[src/rtl/cfa_demosaic_sched.sv]
// Raster-scan scheduler for a 5x5 Bayer demosaic window datapath: advance control,
// centre tagging, frame-end flush and global stall. Define SCHED_BORDER_SKIP_EN to emit interior centres only.
module cfa_demosaic_sched #(
   parameter int IMG_W = 640,
   parameter int IMG_H = 480,
   parameter int CW    = 12,
   parameter int LAT   = 2,
   parameter int BAYER = 0
) (
   input  logic          clk,
   input  logic          rst,
   input  logic          start,
   input  logic          s_valid,
   output logic          s_ready,
   output logic          pad,
   output logic          pipe_en,
   output logic          m_valid,
   input  logic          m_ready,
   output logic [1:0]    site,
   output logic          border,
   output logic [CW-1:0] row,
   output logic [CW-1:0] col,
   output logic          busy,
   output logic          frame_done
);

   localparam int NPIX = IMG_W * IMG_H;
   localparam int OFF  = 2 * IMG_W + 2;
   localparam int KW   = $clog2(NPIX + OFF + 1);

   localparam logic [KW-1:0] K_LAST_PIX = KW'(NPIX - 1);
   localparam logic [KW-1:0] K_LAST     = KW'(NPIX + OFF - 1);
   localparam logic [KW-1:0] K_OFF      = KW'(OFF);
   localparam logic [CW-1:0] COL_LAST   = CW'(IMG_W - 1);
   localparam logic [CW-1:0] ROW_LAST   = CW'(IMG_H - 1);
   localparam logic [CW-1:0] COL_HI     = CW'(IMG_W - 3);
   localparam logic [CW-1:0] ROW_HI     = CW'(IMG_H - 3);
   localparam logic [CW-1:0] EDGE       = CW'(2);
   localparam logic [1:0]    PHASE      = 2'(BAYER);

   typedef enum logic [1:0] {IDLE, RUN, FLUSH, DRAIN} state_t;

   typedef struct packed {
      logic          valid;
      logic [1:0]    site;
      logic          border;
      logic [CW-1:0] row;
      logic [CW-1:0] col;
   } tag_t;

   state_t        state;
   logic [KW-1:0] k;
   logic [CW-1:0] c_row;
   logic [CW-1:0] c_col;
   tag_t          pipe [LAT];
   tag_t          tag_in;
   logic          adv;
   logic          centre_on;
   logic          c_border;
   logic          stall;
   logic          upstream_busy;
   logic          done_cond;

   // A blocked output freezes every stage, so results can never overtake each other.
   assign stall   = pipe[LAT-1].valid & ~m_ready;
   assign busy    = (state != IDLE);
   assign pipe_en = busy & ~stall;
   assign s_ready = (state == RUN) & pipe_en;
   assign pad     = (state == FLUSH);

   assign adv       = (s_valid & s_ready) | (pad & pipe_en);
   assign centre_on = (k >= K_OFF);
   assign c_border  = (c_row < EDGE) | (c_row > ROW_HI) | (c_col < EDGE) | (c_col > COL_HI);

   // NOTE: combinational blocks assign a default first so no path can infer a latch.
   always_comb begin
      tag_in      = '0;
      tag_in.site = {c_row[0], c_col[0]} ^ PHASE;
      tag_in.row  = c_row;
      tag_in.col  = c_col;
`ifdef SCHED_BORDER_SKIP_EN
      tag_in.valid  = adv & centre_on & ~c_border;
`else
      tag_in.valid  = adv & centre_on;
      tag_in.border = c_border;
`endif
   end

   always_comb begin
      upstream_busy = 1'b0;
      for (int i = 0; i < LAT - 1; i++) begin
         upstream_busy = upstream_busy | pipe[i].valid;
      end
   end

   // Frame is complete once only the output stage can hold a result and it leaves now.
   assign done_cond = (state == DRAIN) & ~upstream_busy & ~stall;

   // NOTE: sequential state uses non-blocking assignments so every register samples pre-edge values.
   always_ff @(posedge clk or posedge rst) begin
      if (rst) begin
         state      <= IDLE;
         k          <= '0;
         c_row      <= '0;
         c_col      <= '0;
         frame_done <= 1'b0;
      end else begin
         frame_done <= 1'b0;
         case (state)
            IDLE: begin
               if (start) begin
                  state <= RUN;
                  k     <= '0;
                  c_row <= '0;
                  c_col <= '0;
               end
            end
            RUN, FLUSH: begin
               if (adv) begin
                  k <= k + 1'b1;
                  if (state == RUN && k == K_LAST_PIX) state <= FLUSH;
                  if (state == FLUSH && k == K_LAST) state <= DRAIN;
                  if (centre_on) begin
                     if (c_col == COL_LAST) begin
                        c_col <= '0;
                        c_row <= (c_row == ROW_LAST) ? '0 : c_row + 1'b1;
                     end else begin
                        c_col <= c_col + 1'b1;
                     end
                  end
               end
            end
            DRAIN: begin
               if (done_cond) begin
                  frame_done <= 1'b1;
                  state      <= IDLE;
               end
            end
            default: state <= IDLE;
         endcase
      end
   end

   // NOTE: the tag pipe is a handful of flops, so it is reset to drop stale results on rst.
   always_ff @(posedge clk or posedge rst) begin
      if (rst) begin
         for (int i = 0; i < LAT; i++) pipe[i] <= '0;
      end else if (pipe_en) begin
         pipe[0] <= tag_in;
         for (int i = 1; i < LAT; i++) pipe[i] <= pipe[i-1];
      end
   end

   assign m_valid = pipe[LAT-1].valid;
   assign site    = pipe[LAT-1].site;
   assign border  = pipe[LAT-1].border;
   assign row     = pipe[LAT-1].row;
   assign col     = pipe[LAT-1].col;

endmodule

[config.mk]
export PLATFORM = sky130hd
export DESIGN_NAME = cfa_demosaic_sched
export DESIGN_NICKNAME = d
export VERILOG_FILES = /design/src/rtl/cfa_demosaic_sched.sv
export SDC_FILE = /design/constraint.sdc
export NUM_CORES = 1
export LEC_CHECK = 0
export ABC_AREA = 0
export BUFFER_PORTS_ARGS = -buffer_cell sky130_fd_sc_hd__buf_2
export CELL_PAD_IN_SITES_DETAIL_PLACEMENT = 0
export CELL_PAD_IN_SITES_GLOBAL_PLACEMENT = 1
export CORE_ASPECT_RATIO = 1.2
export CORE_MARGIN = 4
export CORE_UTILIZATION = 30
export DETAILED_ROUTE_END_ITERATION = 6
export PLACE_DENSITY_LB_ADDON = 0.1
export RECOVER_POWER = 50
export SLEW_MARGIN = 20
export SYNTH_ARGS = -nofsm -noshare
export SYNTH_HDL_FRONTEND = slang
export SYNTH_SLANG_ARGS = --single-unit
[constraint.sdc]
create_clock -name clk -period 7.3 [get_ports clk]
set_input_delay 0.365 -clock clk [delete_from_list [all_inputs] [get_ports clk]]
set_output_delay 0.365 -clock clk [all_outputs]
set_load 0.02 [all_outputs]
### After elaboration in Yosys (flattened, before gate mapping)

Cells that the tools add are included.

* $add $sub $neg: 3
* $mul: 0
* div/mod/pow operators: 0
* $lt $le $gt $ge: 5
* equal/unequal tests: 13
* shift operators: 0
* mux-type cells: 21
* bitwise gates (word level): 15
* reductions and logical operators: 10

Operators with widths (number)
* $mux 12: 8
* $pmux 12 s2: 2
* $eq 19x19->1 const B: 2
* $mux 19: 2
* $pmux 19 s2: 1
* $add 12x1->12 const B: 2
* $lt 12x2->1 const B: 2
* $add 19x1->19 const B: 1
* $ge 19x11->1 const B: 1
* $eq 12x10->1 const B: 1
* $eq 12x9->1 const B: 1
* $gt 12x10->1 const B: 1
* $gt 12x9->1 const B: 1
* $mux 2: 5
* $ne 2x2->1 const B: 5
* $and 1x1->1: 8
* $reduce_and 4->1: 2
* $pmux 2 s3: 1
* $reduce_and 5->1: 1
* $eq 2x2->1 const B: 2
* $or 1x1->1: 4
* $reduce_bool 2->1: 2
* $ne 3x3->1 const B: 1
* $not 1->1: 3
* 6 further kinds: 8

* register bits after elaboration: 102
* latch bits: 0
* RAM bits: 0
* ROM bits: 0
* word-level logic and storage cells: 82
* memories kept: 0

### Longest topological paths before layout

* depth in word-level cells: 9
* gate-level depth with buffers: 9

### Least setup slack after synthesis

OpenSTA, ideal clock, no wires.

* kind: reg-to-reg
* start: register state[0]
* end: register c_row[10]
* setup time: 0.095 ns
* arrival time: 2.269 ns
* required time: 7.205 ns
* path slack: 4.935 ns
* stages on the path, launching flop included: 9
* clock period less this slack: 2.365 ns
* path through: dfrtp_1 > inv_1 > ha_1 > buf_2 > inv_1 > o41ai_4 > nand2_4 > or3_4 > o31ai_1

* cells in the longest elaborated chain, start to end: 7
* elaborated cells between the ends (all ways): 17
* those cells by class: eq/ne (6); mux (1); bitwise (5); reduce/logical (5)

Ends and longest elaborated chain
* start: declaration: RTL line 51 `state_t state;`
* start signal: assignment: RTL line 102 `state <= IDLE;`
* start signal: assignment: RTL line 112 `state <= RUN;`
* start signal: assignment: RTL line 121 `if (state == RUN && k == K_LAST_PIX) state <= FLUSH;`
* $reduce_bool 2->1: RTL line 66 `assign busy = (state != IDLE);`
* $and 1x1->1: RTL line 67 `assign pipe_en = busy & ~stall;`
* $and 1x1->1: RTL line 68 `assign s_ready = (state == RUN) & pipe_en;`
* $and 1x1->1: RTL line 71 `assign adv = (s_valid & s_ready) | (pad & pipe_en);`
* $or 1x1->1: RTL line 71
* $ne 2x2->1 (no source line)
* $reduce_and 5->1 (no source line)
* end signal: assignment: RTL line 126 `c_row <= (c_row == ROW_LAST) ? '0 : c_row + 1'b1;`
* end: declaration: RTL line 53 `logic [CW-1:0] c_row;`

Several ways; a longest one is shown, not always the timed one.
A chain may end at the register's enable or synchronous reset.

### Final worst setup path

* start: register state[0]
* end: register c_col[7]

* cells in the longest elaborated chain, start to end: 7
* elaborated cells between the ends (all ways): 16
* those cells by class: eq/ne (5); mux (1); bitwise (5); reduce/logical (5)

Ends and longest elaborated chain
* $reduce_bool 2->1: RTL line 66
* $and 1x1->1: RTL line 67
* $and 1x1->1: RTL line 68
* $and 1x1->1: RTL line 71
* $or 1x1->1: RTL line 71
* $ne 2x2->1 (no source line)
* $reduce_and 4->1 (no source line)
* end signal: assignment: RTL line 128 `c_col <= c_col + 1'b1;`
* end: declaration: RTL line 54 `logic [CW-1:0] c_col;`

Several ways; a longest one is shown, not always the timed one.

==> metrics.md <==
| Metric | Value |
|---|---|
| Status | complete, no violations |
| CP max stage delay | 0.56 ns |
| Slew Limit Fails | 0 |
| DR pass1 iterations | 4 |
| Gr usage total | 12.8% |
| Remaining antenna violation count | 0 |
| Post-Synth Simple-Gate Area | 17.3% |
| Aggregate global routing overflow | 0 |
| Synthesized flop and latch total | approximately 100 |
| Final Util | 33.0% |
| Layout Area Growth over Synthesis | 8.51% |
| DIE HEIGHT | 151 um |
| Min-Delay Path Class | in -> async |
| Diodes inserted | 0 |
| Measured slew at the worst slew-check pin | 1.37 ns |
| Endpoints failing hold | 0 |
| Tcrit/Tclk final | between 40% and 50% |
| Clock sink count | about 100 |
| Number of fill cells | 1727 |
| Worst path arrival time | ~3.2 ns |
| Multi-input logic area | 2310 um2 |
| R2R cell count | 8 |
| Vias in the first global route | 3665 |
| Syn_nets | ~520 |
| Syn Inst Count | 499 |
| Adder-Cell Fraction of Synth Area | approximately 3.2% |
| Storage cell area | roughly 2500 um2 |
| Starting density of the core | 30.4% |
| Setup crit end kind | register |
| Initial DRC count | around 210 |
| Core Region | ~17000 um2 |
| Setup bufs post-CTS | 0 |
| Top cells by count, synth | dfrtp_1, mux2_2, nand2_1, buf_4, nor2_1 |
| CTS Root Cell | clkbuf_16 |
| Clock skew | 0.00685 ns |
| Via Count | 3645 |
| Drt wl/cell | ~16 um |
| Xor/xnor cell area share of the yosys netlist | 1.54% |
| RR Startpoint | state[0] |
| DRC | 0 |
| Post-synthesis cell area | 5130 um2 |
| Mux share of post-synthesis cell area | 10.6% |
| FF-to-FF End | c_col[7] |
| WS Path Type | reg -> reg |
| Synthesized area per cell | just over 10 um2 |
| Post-route setup TNS | 0 ns |
| Initial antenna violation count | 0 |
| Worst Path Required | 7.53 ns |
| Sequential element share of the synthesized area | 47.8% |
| Top post-synthesis cells by area | dfrtp_1, mux2_2, buf_4 |
| Largest net degree at the start of global routing | 69 |
| CP startpoint | state[0] |
| First-pass GRT wire length | 19.8 mm |
| Hpwl dp | 7.97 mm |
| Async S/R FF share, synth | 100% |
| I/O pins | 38 |
| RSZ-0062 raised after global routing | no |
| Max Cap Viol | 0 |
| CP cell instances | inv_1, ha_1, buf_4, and3b_1, a41oi_2, buf_4, or3_1, o41ai_1 |
| Most used DFF post-synth | dfrtp_1 |
| Cts repair resizes | 0 |
| CP startpoint kind | register |
| Slowest CP cell | and3b_1 |
| Bufs on Longest Clock Path | 2 |
| Clock slew at reported path FFs | 0.07 ns |
| Number of synthesized flops with an enable pin | 0 |
| Yosys top cell by area | dfrtp_1 |
| Row cnt | 52 |
| CP max FO | 33 |
| Compound-Gate Fraction of Synth Area | 12.3% |
| Warnings from Yosys | 0 |
| Final min period | between 2 and 3 ns |
| Via/cell ratio | 5.07 |
| Setup violations, final | 0 |
| Pwr dens | 207 nW/um2 |
| DIE AREA | 19300 um2 |
| GPL Wtd Cong | approximately 0.76 |
| Leak | 2.26 nW |
| Cell variety after synth | 55 |
| PortBufs | 37 |
| Largest vdd supply drop | 0.104 mV |
| WL final | 11.8 mm |
| Layout cell share with drive strength beyond 1 | 16.1% |
| CTS buffer count | 9 |
| # hold bufs at CTS | 0 |
| Most used cell, CP | buf_4 |
| CP Capture Point | c_col[7] |
| Worst reg2reg setup slack | around 4.3 ns |
| F_max | 334 MHz |
| Relative slew slack | about 8.1% |
| Final #Nets | 516 |
| Worst skew pair latency | between 0.3 and 0.4 ns |
| DIE WIDTH | 127 um |
| Htree depth | 3 |
| CTS tree | yes |
| Count leader, synth | dfrtp_1 |
| Synth top area share | 47.8% |
| Largest family of logic cells by synthesized area | simple AND/OR/NAND/NOR gates |
metal layers:
metal	wire, um	global-route usage [%]	vias up
met2	5720	20.4	41
met3	252	1.73	6
met5	0	0	-
met1	5740	17.4	1817
met4	117	5.69	0
li1	-	-	1781
layout by cell type (no fill, tap or decap), types with 15 or more instances in the layout:
| master | instances |
|---|---|
| clkbuf_1 | 29 |
| dfrtp_1 | 98 |
| inv_1 | 18 |
| mux2_2 | 43 |
| nand2_1 | 39 |
| nand3_1 | 22 |
| nor2_1 | 26 |
| nor3_1 | 15 |
| o21ai_0 | 23 |
| o31ai_1 | 16 |
cell type report:
| cell class | count | area share (%) |
|---|---|---|
| Multi-Input combinational cell | 328 | 41.6 |
| Inverter | 19 | 1.30 |
| Clock buffer | 9 | 4.05 |
| Clock inverter | 7 | 0.809 |
| Timing Repair Buffer | 42 | 3.35 |
| Sequential cell | 98 | 44.1 |
| Tap cell | 216 | 4.86 |
how the worst min path moves through the flow:
stage / startpoint / to / slack [ns]
6_report: rst / col[2] / 0.31
5_1_grt: rst / col[1] / 0.41
2_1_floorplan: upstream_busy / frame_done / 0.44
3_5_place_dp: rst / col[2] / 0.39
4_1_cts: rst / col[2] / 0.01
3_3_place_gp: rst / col[2] / 0.39
critical path, delay by kind of cell (launching register included):
family	cells	cell delay (ns)
adder cells (fa/ha/maj)	1	0.32
AND/OR/NAND/NOR	2	1.11
AO/OA/AOI/OAI	2	0.43
buffers and inverters	3	0.59
flip-flops	1	0.41
cells by family after synthesis:
kind of cell,after synthesis
and+or+nand+nor,168
DFF,98
AOI/OAI and AO/OA,89
buffers and inverters,73
muxes,49
adders and majority gates,13
xor gates and xnor gates,9
power by group:
part / total [mW] / switching, mW / internal [mW]
registers: 0.606 / 0.0410 / 0.565
clock network: 0.442 / 0.211 / 0.231
logic: 0.102 / 0.0613 / 0.0403
total: 1.15 / 0.314 / 0.836
stage by stage:
| step | instance area, um2 | hold WS, ns | power [mW] | worst slack, ns | std cells |
|---|---|---|---|---|---|
| floorplan | 5130 | 0.443 | 0.689 | 4.37 | 499 |
| global placement | 5330 | 0.390 | 0.720 | 4.40 | 703 |
| detailed placement | 5330 | 0.393 | 0.721 | 4.27 | 703 |
| CTS | 5600 | 0.0126 | 1.18 | 4.24 | 719 |
| global route | 5570 | 0.415 | 1.21 | 4.05 | 719 |
| finish | 5570 | 0.313 | 1.15 | 4.31 | 719 |
state kept, by name, summed over array words and instances (netlist names), 2 cells and up:
signal,cells
pipe,25
c_row,12
row,12
k,19
col,11
state,2
c_col,12
(Power assumes the default switching activity.)
